### src/rtl/cl_worker_input_loader_pkg.sv
// rtl/cl_worker_input_loader_pkg.sv - shared stream/job types and BRAM sizing helpers
package cl_worker_input_loader_pkg;

    localparam int BRAM_WORD_WIDTH = 32;

    typedef enum logic [2:0] {
        STORE_R = 3'd0,
        STORE_Q = 3'd1,
        STORE_I = 3'd2,
        STORE_D = 3'd3,
        STORE_C = 3'd4,
        STORE_H = 3'd5
    } stream_type_t;

    typedef struct packed {
        logic [7:0]  job_id;
        logic [11:0] read_len;
        logic [11:0] hap_len;
    } work_request_2_t;

    // Four 8-bit bases/qualities are packed per BRAM word.
    function automatic int bram_addr_width(input int max_len);
        return $clog2(max_len / 4);
    endfunction

endpackage

### src/rtl/cl_stream_addr_gen.sv
// rtl/cl_stream_addr_gen.sv - per-type BRAM word address generator with saturation and overflow
module cl_stream_addr_gen
    import cl_worker_input_loader_pkg::*;
#(
    parameter int ADDR_W = 9
) (
    input  logic              clock_i,
    input  logic              reset_i,
    input  logic              beat,
    input  logic              from_idle,
    input  stream_type_t      stream_type,
    input  logic              clear_ovf,
    output logic [ADDR_W-1:0] wr_addr,
    output logic              overflow
);

    localparam logic [ADDR_W-1:0] TOP_ADDR = '1;

    logic [ADDR_W-1:0] addr_cnt;
    stream_type_t      last_type;
    logic              full;
    logic              restart;

    assign restart = from_idle || (stream_type != last_type);
    assign wr_addr = restart ? '0 : addr_cnt;

    always_ff @(posedge clock_i) begin
        if (!reset_i) begin
            addr_cnt  <= '0;
            last_type <= STORE_R;
            full      <= 1'b0;
            overflow  <= 1'b0;
        end else begin
            if (clear_ovf)
                overflow <= 1'b0;
            if (beat) begin
                last_type <= stream_type;
                if (restart) begin
                    addr_cnt <= ADDR_W'(1);
                    full     <= 1'b0;
                end else if (full) begin
                    // Top word already written once: this beat rewrites it and is lost data.
                    overflow <= 1'b1;
                end else if (addr_cnt == TOP_ADDR) begin
                    full <= 1'b1;
                end else begin
                    addr_cnt <= addr_cnt + ADDR_W'(1);
                end
            end
        end
    end

endmodule

### src/rtl/cl_worker_input_loader.sv
// rtl/cl_worker_input_loader.sv - worker front end: stream capture to BRAM, job latch and handoff
module cl_worker_input_loader
    import cl_worker_input_loader_pkg::*;
#(
    parameter int WORKER_ID           = 0,
    parameter int MAX_SEQUENCE_LENGTH = 2048,
    parameter int BRAM_WORD_W         = BRAM_WORD_WIDTH,
    parameter int BRAM_ADDR_WIDTH     = bram_addr_width(MAX_SEQUENCE_LENGTH)
) (
    input  logic                       clock_i,
    input  logic                       reset_i,
    input  logic [BRAM_WORD_W-1:0]     stream_in_tdata,
    input  logic                       stream_in_tvalid,
    input  stream_type_t               stream_type_i,
    input  work_request_2_t            request_i,
    input  logic [7:0]                 selected_worker_i,
    input  logic                       start_i,
    output logic                       ready_o,
    output logic                       bram_wr_en_o,
    output stream_type_t               bram_wr_type_o,
    output logic [BRAM_ADDR_WIDTH-1:0] bram_wr_addr_o,
    output logic [BRAM_WORD_W-1:0]     bram_wr_data_o,
    output logic                       job_valid_o,
    output work_request_2_t            job_o,
    input  logic                       job_ready_i,
    input  logic                       compute_done_i,
    output logic                       overflow_o
);

    typedef enum logic [1:0] {
        ST_IDLE    = 2'd0,
        ST_LOADING = 2'd1,
        ST_HANDOFF = 2'd2,
        ST_COMPUTE = 2'd3
    } state_t;

    state_t                     state;
    logic                       sel;
    logic                       accepting;
    logic                       beat;
    logic                       start_acc;
    logic [BRAM_ADDR_WIDTH-1:0] gen_addr;

    assign sel       = (selected_worker_i == 8'(WORKER_ID));
    assign accepting = (state == ST_IDLE) || (state == ST_LOADING);
    assign beat      = sel && stream_in_tvalid && accepting;
    assign start_acc = sel && start_i && accepting;

    cl_stream_addr_gen #(
        .ADDR_W(BRAM_ADDR_WIDTH)
    ) u_addr_gen (
        .clock_i     (clock_i),
        .reset_i     (reset_i),
        .beat        (beat),
        .from_idle   (state == ST_IDLE),
        .stream_type (stream_type_i),
        .clear_ovf   (start_acc),
        .wr_addr     (gen_addr),
        .overflow    (overflow_o)
    );

    always_ff @(posedge clock_i) begin
        if (!reset_i) begin
            state          <= ST_IDLE;
            ready_o        <= 1'b1;
            bram_wr_en_o   <= 1'b0;
            bram_wr_type_o <= STORE_R;
            bram_wr_addr_o <= '0;
            bram_wr_data_o <= '0;
            job_valid_o    <= 1'b0;
            job_o          <= '0;
        end else begin
            bram_wr_en_o <= beat;
            if (beat) begin
                bram_wr_type_o <= stream_type_i;
                bram_wr_addr_o <= gen_addr;
                bram_wr_data_o <= stream_in_tdata;
            end

            // A beat coinciding with start is still written above before handing off.
            case (state)
                ST_IDLE, ST_LOADING: begin
                    if (start_acc) begin
                        state       <= ST_HANDOFF;
                        ready_o     <= 1'b0;
                        job_valid_o <= 1'b1;
                        job_o       <= request_i;
                    end else if (beat) begin
                        state <= ST_LOADING;
                    end
                end
                ST_HANDOFF: begin
                    if (job_ready_i) begin
                        state       <= ST_COMPUTE;
                        job_valid_o <= 1'b0;
                    end
                end
                ST_COMPUTE: begin
                    if (compute_done_i) begin
                        state   <= ST_IDLE;
                        ready_o <= 1'b1;
                    end
                end
                default: state <= ST_IDLE;
            endcase
        end
    end

endmodule

### config.mk
export PLATFORM = sky130hd
export DESIGN_NAME = cl_worker_input_loader
export DESIGN_NICKNAME = d
export VERILOG_FILES = /design/src/rtl/cl_worker_input_loader_pkg.sv /design/src/rtl/cl_stream_addr_gen.sv /design/src/rtl/cl_worker_input_loader.sv
export SDC_FILE = /design/constraint.sdc
export NUM_CORES = 1
export LEC_CHECK = 0
export BUFFER_PORTS_ARGS = -buffer_cell sky130_fd_sc_hd__buf_2
export CAP_MARGIN = 20
export CELL_PAD_IN_SITES_DETAIL_PLACEMENT = 1
export CELL_PAD_IN_SITES_GLOBAL_PLACEMENT = 2
export CORE_ASPECT_RATIO = 1.2
export CORE_MARGIN = 2
export CORE_UTILIZATION = 28
export CTS_BUF_LIST = sky130_fd_sc_hd__clkbuf_4 sky130_fd_sc_hd__clkbuf_8 sky130_fd_sc_hd__clkbuf_16
export DETAILED_ROUTE_END_ITERATION = 12
export PLACE_DENSITY = 0.95
export SLEW_MARGIN = 5
export SYNTH_ARGS = -nofsm -noshare
export SYNTH_HDL_FRONTEND = slang
export SYNTH_SLANG_ARGS = --single-unit
### constraint.sdc
create_clock -name clock_i -period 5.4 [get_ports clock_i]
set_input_delay 0.54 -clock clock_i [delete_from_list [all_inputs] [get_ports clock_i]]
set_output_delay 0.54 -clock clock_i [all_outputs]
set_load 0.02 [all_outputs]
Yosys cells after proc, flatten, opt, wreduce, memory -nomap -nowiden
Cells that the tools add are included.
{"block": "op_classes", "add_sub_neg": 1, "n_eq_ne": 11, "muxes": 22, "reduce_logical": 16}
{"operator": "$mux 9", "n": 4}
{"operator": "$reduce_and 3->1", "n": 4}
{"operator": "$mux 1", "n": 11}
{"operator": "$add 9x1->9 const B", "n": 1}
{"operator": "$eq 9x9->1 const B", "n": 1}
{"operator": "$logic_not 8->1", "n": 1}
{"operator": "$mux 2", "n": 4}
{"operator": "$ne 2x2->1 const B", "n": 4}
{"operator": "$pmux 2 s3", "n": 1}
{"operator": "$eq 2x2->1 const B", "n": 2}
{"operator": "$logic_and 1x1->1", "n": 4}
{"operator": "$pmux 1 s2", "n": 2}
{"operator": "$reduce_bool 2->1", "n": 2}
{"operator": "$ne 3x3->1", "n": 1}
{"operator": "$ne 3x3->1 const B", "n": 1}
{"operator": "$eq 2x1->1 const B", "n": 1}
{"operator": "$logic_not 2->1", "n": 1}
{"operator": "$logic_or 1x1->1", "n": 2}
{"operator": "$ne 2x1->1 const B", "n": 1}
{"operator": "$reduce_and 2->1", "n": 1}
{"operator": "$reduce_or 2->1", "n": 1}
{"block": "totals", "register_bits": 92, "inputBits": 81, "output_inout_bits": 80, "wordCells": 63}

Logic depth before layout (Yosys ltp)
Gate-level depths: netlist of run 1.
{"block": "logic_depth", "word_depth": 7, "mapped_depth": 9, "ltp_nobuf": 8}

Hierarchy
Synthesis of run 1 repeated with hierarchy kept, for this count alone.
{"block": "hier_totals", "cells_unflattened": 496, "hier_area_um2": 4526.8}
{"mod": "cl_worker_input_loader", "instances": 1, "cells_per_inst": 400, "area_per_inst_um2": 3712.3, "seq_area_each_um2": 1621.6}
{"mod": "cl_stream_addr_gen", "instances": 1, "cells_per_inst": 96, "area_per_inst_um2": 814.5, "seq_area_each_um2": 280.3}

Least setup slack after synthesis of run 1
Ideal clock, no wire load.
{"block": "synth_path", "kind": "reg-to-reg", "from": "register u_addr_gen.addr_cnt[0]", "to": "register u_addr_gen.addr_cnt[3]", "setup_time_ns": 0.074, "arrival_time_ns": 1.836, "t_required_ns": 5.326, "slack_ns": 3.491, "stages_incl_launch_ff": 10, "n_path_buf": 1, "period_less_slack_ns": 1.909, "cell_sequence": "dfxtp_1 -> ha_1 -> nand3_1 -> nor2_1 -> ha_1 -> o22ai_1 -> nor4_1 -> clkbuf_1 -> or4_1 -> a21oi_1"}
{"block": "synth_between", "elab_chain_cells": 4, "word_cells_on_any_way": 7, "cone_classes": "add/sub (1); eq/ne (2); mux (3); reduce/logical (1)"}
{"item": "from (decl)", "line_no": "cl_stream_addr_gen.sv:19", "rtl": "logic [ADDR_W-1:0] addr_cnt;"}
{"item": "from (signal assigned)", "line_no": "cl_stream_addr_gen.sv:47", "rtl": "addr_cnt <= addr_cnt + ADDR_W'(1);"}
{"item": "$add 9x1->9", "line_no": "cl_stream_addr_gen.sv:47"}
{"item": "$mux 9", "line_no": "cl_stream_addr_gen.sv:44", "rtl": "end else if (addr_cnt == TOP_ADDR) begin"}
{"item": "$mux 9", "line_no": "cl_stream_addr_gen.sv:41", "rtl": "end else if (full) begin"}
{"item": "$mux 9", "line_no": "cl_stream_addr_gen.sv:38", "rtl": "if (restart) begin"}
Several ways; a longest one is shown, not always the timed one. The select of a mux whose other input is x is not followed.
A chain may end at the register's enable or synchronous reset.

Worst setup path after layout of run 1
{"block": "layout_path", "from": "input selected_worker_i[5]", "to": "register u_addr_gen.full"}
{"block": "layout_between", "elab_chain_cells": 3}
{"item": "from (decl)", "line_no": "cl_worker_input_loader.sv:16", "rtl": "input logic [7:0] selected_worker_i,"}
{"item": "$logic_not 8->1", "line_no": "cl_worker_input_loader.sv:44", "rtl": "assign sel = (selected_worker_i == 8'(WORKER_ID));"}
{"item": "$logic_and 1x1->1 (2 in a row)", "line_no": "cl_worker_input_loader.sv:46", "rtl": "assign beat = sel && stream_in_tvalid && accepting;"}
{"item": "to (signal assigned)", "line_no": "cl_stream_addr_gen.sv:31", "rtl": "full <= 1'b0;"}
{"item": "to (signal assigned)", "line_no": "cl_stream_addr_gen.sv:40", "rtl": "full <= 1'b0;"}
{"item": "to (signal assigned)", "line_no": "cl_stream_addr_gen.sv:45", "rtl": "full <= 1'b1;"}
{"item": "to (decl)", "line_no": "cl_stream_addr_gen.sv:21", "rtl": "logic full;"}
No other way between the ends.

==> results of run 1 <==
kinds of logic (layout without fill, tap and decap cells):
group,count (synthesis),in the layout
simple gates,201,201
compound gates,101,101
flops,92,92
buf+inv,32,183
xor+xnor,3,3
fa+ha+maj,2,2
stage by stage:
stage | worst slack [ns] | instance area (um2) | total power [mW] | std cells
after floorplan | 3.49 | 3660 | 0.715 | 431
after global placement | 2.28 | 4560 | 0.751 | 727
after detailed placement | 2.11 | 4590 | 0.752 | 729
after CTS | 2.46 | 4920 | 1.43 | 745
after global routing | 2.90 | 4940 | 1.46 | 746
final | 3.12 | 4940 | 1.40 | 746
cells in the mapped netlist, types with 2 or more instances:
| cell type | n | area [um2] |
|---|---|---|
| a31oi_1 | 2 | 12.5 |
| nand4_1 | 2 | 12.5 |
| buf_2 | 11 | 55.1 |
| o41ai_1 | 2 | 17.5 |
| nor2_1 | 5 | 18.8 |
| nand3b_1 | 2 | 15.0 |
| xor2_1 | 3 | 26.3 |
| o22ai_1 | 4 | 25.0 |
| o211a_1 | 2 | 20.0 |
| nand3_1 | 15 | 75.1 |
| nor2b_1 | 4 | 25.0 |
| o31ai_1 | 3 | 22.5 |
| nand2_1 | 156 | 586 |
| clkbuf_1 | 19 | 71.3 |
| dfxtp_1 | 92 | 1840 |
| a21oi_1 | 9 | 45.0 |
| a21boi_1 | 16 | 120 |
| a21boi_0 | 61 | 458 |
| and3_1 | 3 | 18.8 |
| or4b_1 | 2 | 20.0 |
| nor4_4 | 2 | 42.5 |
| or4_1 | 3 | 22.5 |
| ha_1 | 2 | 25.0 |
| nor4_1 | 2 | 12.5 |
cell type report:
| class | count | share of cell area, % |
|---|---|---|
| clock buffer | 12 | 5.40 |
| clock inverter | 4 | 1.12 |
| multi-input combinational | 307 | 34.1 |
| tap | 164 | 4.16 |
| inverter | 1 | 0.0760 |
| sequential | 92 | 37.3 |
| timing repair buffer | 166 | 17.8 |
where the power goes:
part           switching [mW]  leakage [nW]  internal [mW]
registers            0.000483         0.741          0.679
logic                  0.0250          1.18         0.0313
clock network           0.266         0.155          0.399
worst min-delay path: stages:
cell,delay [ns]
buf_2,0.10
nand2_1,0.04
a21boi_1,0.05
how the worst min path moves through the flow:
stage | slack, ns | start | cells past startpoint | endpoint
final | 0.44 | request_i[22] | 3 | job_o[22]
after global routing | 0.44 | stream_in_tdata[28] | 3 | bram_wr_data_o[28]
after CTS | 0.43 | request_i[22] | 3 | job_o[22]
after detailed placement | 0.45 | bram_wr_data_o[27] | 2 | bram_wr_data_o[27]
after global placement | 0.43 | job_o[26] | 2 | job_o[26]
after floorplan | 0.46 | u_addr_gen.addr_cnt[5] | 2 | u_addr_gen.addr_cnt[5]
state kept, by name (all words and copies together), names as in the netlist:
name                  count
bram_wr_en_o              1
u_addr_gen.last_type      3
u_addr_gen.overflow       1
job_valid_o               1
job_o                    32
u_addr_gen.addr_cnt       9
bram_wr_data_o           32
bram_wr_addr_o            9
ready_o                   1
u_addr_gen.full           1
state                     2
routing by layer:
| layer | track usage [%] | part of all wire [%] | vias up |
|---|---|---|---|
| met5 | 0 | 0 | - |
| met2 | 27.7 | 50 | 118 |
| met4 | 4.90 | 1.5 | 0 |
| met3 | 4.88 | 8.1 | 10 |
| met1 | 16.2 | 41 | 1639 |
| li1 | - | - | 1735 |
==> flow_metrics.env, run 1 <==
export IMPL_status="finished, final reports clean"
export IMPL_gp_routability_congestion=0.741
export IMPL_post_cts_repair_setup_buffers=0
export IMPL_synthesis_nets=514
export IMPL_fill_cells=1575
export IMPL_max_clock_freq_mhz=438
export IMPL_diodes=0
export IMPL_synth_compound_area_share_pct=20.1
export IMPL_drcViolationCount=0
export IMPL_capture_point_of_the_worst_reg_to_reg_path="u_addr_gen.addr_cnt[6]"
export IMPL_wirelength_mm=10.4
export IMPL_io_pins=161
export IMPL_worst_slew_pin_slew_ns=0.887
export IMPL_detailedPlacementHpwl_mm=7.54
export IMPL_multiInputGateArea_mm2=0.00169
export IMPL_reg2reg_slack_ns=3.30
export IMPL_cp_data_required_time_ns=5.59
export IMPL_synth_simple_area_share_pct=24.4
export IMPL_main_combinational_cell_family_by_area_after_synthesis="simple AND/OR/NAND/NOR gates"
export IMPL_most_used_cells_in_the_layout_excluding_fill_and_tap_cells="buf_2 (160), nand2_1 (156), dfxtp_1 (92)"
export IMPL_critPathBufInv=2
export IMPL_cp_cell_sequence="buf_2, nor4_4, nand3_2, buf_12, o21ai_0, nor2_1"
export IMPL_die_area_mm2=0.0140
export IMPL_critical_path_depth=6
export IMPL_critPathMaxStageDelay_ns=0.56
export IMPL_worstHoldPathType="input pin to flop"
export IMPL_port_buffer_count=160
export IMPL_die_h_um=129
export IMPL_die_width_um=108
export IMPL_total_leakage_power_nw=2.08
export IMPL_rr_worst_depth=9
export IMPL_origin_of_the_critical_flop_to_flop_path="u_addr_gen.addr_cnt[0]"
export IMPL_vdd_ir_drop_worst_v=0.000123
export IMPL_cts_hold_repair_buffers=0
export IMPL_critical_path_slowest_cell="o21ai_0"
export IMPL_max_clock_path_buffers=2
export IMPL_fin_util_pct=38.8
export IMPL_muxShareOfSynthArea_pct=0
export IMPL_globalRouteTotalUtil_pct=15.1
export IMPL_synthAdderAreaFrac_pct=0.684
export IMPL_global_route_overflow_total=0
export IMPL_cts_resized_gates=0
export IMPL_crit_end="u_addr_gen.full"
export IMPL_syn_cell_area_mm2=0.00366
export IMPL_synthesis_instances=431
export IMPL_critical_path_peak_fanout=42
export IMPL_clock_root_buffer="clkbuf_16"
export IMPL_clock_latency_ns=0.34
export IMPL_clock_sinks=92
export IMPL_post_synth_xor_area_fraction_pct=0.718
export IMPL_relative_area_change_from_synthesis_to_final_layout_pct=35.0
export IMPL_pin_count_of_the_biggest_net_entering_global_routing=91
export IMPL_drt_first_pass_iters=4
export IMPL_mean_syn_cell_area_um2=8.49
export IMPL_final_period_utilization_pct=42.2
export IMPL_area_sequential_mm2=0.00184
export IMPL_criticalPathCategory="input pin to flop"
export IMPL_cp_arrival_ns=2.47
export IMPL_ys_dominant_reg_cell="dfxtp_1"
export IMPL_initial_core_util_pct=28.7
export IMPL_final_nets=660
export IMPL_avgRoutedWirePerCell_um=13.9
export IMPL_cts_tree="yes"
export IMPL_detail_route_vias_per_cell=4.69
export IMPL_max_cap_violations=0
export IMPL_final_slew_violations=0
export IMPL_number_of_cts_inserted_buffers=9
export IMPL_endpoint_kind="flop"
export IMPL_synth_edf_count=0
export IMPL_worst_clock_skew_ns=0.00672
export IMPL_rsz0062_at_grt="false"
export IMPL_power_per_cell_area_mw_per_mm2=284
export IMPL_hold_worst_slack_ns=0.444
export IMPL_yosys_register_bits=92
export IMPL_timing_final_crit_period_ns=2.28
export IMPL_core_mm2=0.0127
export IMPL_worst_slew_margin_rel_pct=40.9
export IMPL_yosys_warnings=0
export IMPL_final_hold_viol_count=0
export IMPL_startpoint="selected_worker_i[5]"
export IMPL_synth_async_reset_ratio_pct=0
export IMPL_post_route_cells_drive_above_1_share_pct=32.1
export IMPL_most_common_cell_after_layout_fill_and_taps_aside="buf_2"
export IMPL_antenna_left=0
export IMPL_number_of_distinct_library_cell_variants_in_the_gate_level_netlist_after_synthesis=33
export IMPL_seq_area_frac_synth_pct=50.4
export IMPL_detailroute_via_count=3502
export IMPL_clock_transition_time_at_the_flip_flop_clock_pins_of_the_worst_setup_and_hold_paths_ns=0.06
export IMPL_antenna_found_initial=0
export IMPL_setup_worst_path_start_class="input pin"
export IMPL_initialDrtViolationCount=154
export IMPL_grt_first_pass_wirelength_mm=16.8
export IMPL_timing_critical_path_max_delay_family="simple AND/OR/NAND/NOR gates"
export IMPL_num_rows=45
export IMPL_via_count_of_the_first_global_routing_pass=3678
export IMPL_tns_ns=0
export IMPL_setup_violations_final=0
export IMPL_htree_num_levels=3
(Power assumes the default switching activity.)
==> run 2: changes to the inputs <==
- CORE_UTILIZATION: 28 -> 23
- PLACE_DENSITY: 0.95 -> 0.86
- clock period: 5.4 -> 2.05 ns (I/O delays scaled with it)
==> run 2 against run 1 <==
Count of clock-buffer cells in the layout grew 1. Register-to-register slack lost 3.3 ns. Sequential power rose to 2.6 times the previous value. Final cell count up 7.8%. Critical path depth is 3 higher. Sequential share of layout area fell by 1.3 points. Design area grew 3.8%. Via count increased by 2.2%. Highest routed layer unchanged.
==> flow_metrics.env, run 2 (synthesis gave the netlist of run 1 again) <==
export IMPL_endpoint_kind="flop"
export IMPL_via_count_of_the_first_global_routing_pass=3689
export IMPL_post_route_cells_drive_above_1_share_pct=35.9
export IMPL_drcViolationCount=0
export IMPL_grt_first_pass_wirelength_mm=18.2
export IMPL_avgRoutedWirePerCell_um=14.0
export IMPL_max_clock_freq_mhz=492
export IMPL_vdd_ir_drop_worst_v=0.000299
export IMPL_pnr_worst_setup_slack_ns=0.0193
export IMPL_worst_slew_margin_rel_pct=70.0
export IMPL_most_used_cells_in_the_layout_excluding_fill_and_tap_cells="buf_2 (160), nand2_1 (155), dfxtp_1 (88)"
export IMPL_number_of_cts_inserted_buffers=9
export IMPL_core_mm2=0.0156
export IMPL_relative_area_change_from_synthesis_to_final_layout_pct=40.0
export IMPL_drt_first_pass_iters=4
export IMPL_initial_core_util_pct=23.5
export IMPL_cp_arrival_ns=2.28
export IMPL_power_per_cell_area_mw_per_mm2=696
export IMPL_hold_path_cell_count=3
export IMPL_clock_root_buffer="clkbuf_16"
export IMPL_num_rows=50
export IMPL_antenna_found_initial=0
export IMPL_detailroute_via_count=3579
export IMPL_worst_slew_pin_slew_ns=0.447
export IMPL_antenna_left=0
export IMPL_criticalPathCategory="flop to flop"
export IMPL_cts_hold_repair_buffers=0
export IMPL_most_common_cell_after_layout_fill_and_taps_aside="buf_2"
export IMPL_status="finished, final reports clean"
export IMPL_clock_latency_ns=0.34
export IMPL_port_buffer_count=160
export IMPL_die_h_um=142
export IMPL_worstHoldPathType="input pin to flop"
export IMPL_cp_data_required_time_ns=2.30
export IMPL_htree_num_levels=3
export IMPL_global_route_overflow_total=0
export IMPL_critical_path_slowest_cell="or4b_1"
export IMPL_die_width_um=119
export IMPL_fin_area_mm2=0.00512
export IMPL_fill_cells=1875
export IMPL_clock_transition_time_at_the_flip_flop_clock_pins_of_the_worst_setup_and_hold_paths_ns=0.07
export IMPL_critical_path_peak_fanout=7
export IMPL_gp_routability_congestion=0.753
export IMPL_place_ws_ns=-0.00864
export IMPL_fin_total_pwr_mw=3.56
export IMPL_final_nets=674
export IMPL_max_cap_violations=0
export IMPL_globalRouteTotalUtil_pct=13.4
export IMPL_max_clock_path_buffers=2
export IMPL_clock_sinks=92
export IMPL_die_area_mm2=0.0169
export IMPL_setup_worst_path_start_class="flop"
export IMPL_worst_clock_skew_ns=0.00787
export IMPL_rr_worst_depth=9
export IMPL_reg_top3="bram_wr_data_o x32, job_o x32"
export IMPL_cts_tree="yes"
export IMPL_critPathMaxStageDelay_ns=0.46
export IMPL_final_hold_viol_count=0
export IMPL_cell_area_reported_after_detailed_placement_mm2=0.00477
export IMPL_final_slew_violations=0
export IMPL_initialDrtViolationCount=101
export IMPL_diodes=0
export IMPL_pin_count_of_the_biggest_net_entering_global_routing=38
export IMPL_total_leakage_power_nw=2.15
export IMPL_wirelength_mm=11.2
export IMPL_setup_violations_final=0
export IMPL_final_period_utilization_pct=99.1
export IMPL_detail_route_vias_per_cell=4.45
export IMPL_io_pins=161
export IMPL_hold_worst_slack_ns=0.0989
export IMPL_detailedPlacementHpwl_mm=8.46
export IMPL_cp_cell_sequence="and3_1, nand2_2, nor2_1, ha_2, o22ai_2, nor4_4, buf_4, or4b_1, a21oi_1"
export IMPL_timing_final_crit_period_ns=2.03
-- run 2: cell type report --
type                       count  area, um2  share of cell area (%)
clock buffer                  13        268                    5.23
clock inverter                 3       21.3                   0.415
inverter                       1       3.75                  0.0733
multi-input combinational    307       1730                    33.8
sequential                    92       1850                    36.1
tap                          208        260                    5.08
timing repair buffer         180        992                    19.4
-- run 2: worst max-delay path: cells and delay by family, from the launching register on --
kind | cells | cell delay [ns]
adder cells (fa/ha/maj) | 1 | 0.18
flip-flops | 1 | 0.34
AND/OR/NAND/NOR | 5 | 0.87
AO/OA/AOI/OAI | 2 | 0.37
buffers and inverters | 1 | 0.18
-- run 2: layer usage --
layer / global-route usage, % / up-vias / part of all wire (%)
li1: - / 1768 / -
met2: 23.6 / 128 / 49
met1: 15.2 / 1669 / 42
met5: 0 / - / 0
met3: 3.57 / 14 / 6.9
met4: 5.95 / 0 / 1.7
-- run 2: final timing paths --
kind | start | end | slack, ns
max | u_addr_gen.addr_cnt[5] | u_addr_gen.addr_cnt[5] | 0.02
min | stream_in_tdata[26] | bram_wr_data_o[26] | 0.1
max reg2reg | u_addr_gen.addr_cnt[5] | u_addr_gen.addr_cnt[5] | 0.02
min reg2reg | job_o[22] | job_o[22] | 0.45
-- run 2: report_power, final --
group	switching (mW)	internal [mW]	leakage, nW	total, mW
combinational	0.0704	0.0861	1.27	0.156
clock	0.700	0.916	0.143	1.62
sequential	0.00128	1.79	0.743	1.79
-- run 2: what timing repair did --
item / 4_1_cts / 5_1_grt
pin swaps: 1 / 1
setup endpoints to repair: 1 / 8
buffers inserted: 0 / 2
gates resized for setup: 1 / 14
cloned: 0 / 0
-- run 2: stage by stage --
stage | util [%] | std cells | setup TNS, ns
3_3_place_gp | 30.6 | 787 | 0
3_5_place_dp | 30.6 | 787 | -0.00864
5_1_grt | 32.9 | 804 | -0.0524
4_1_cts | 32.5 | 803 | 0
2_1_floorplan | - | 431 | 0
6_report | 32.9 | 804 | 0
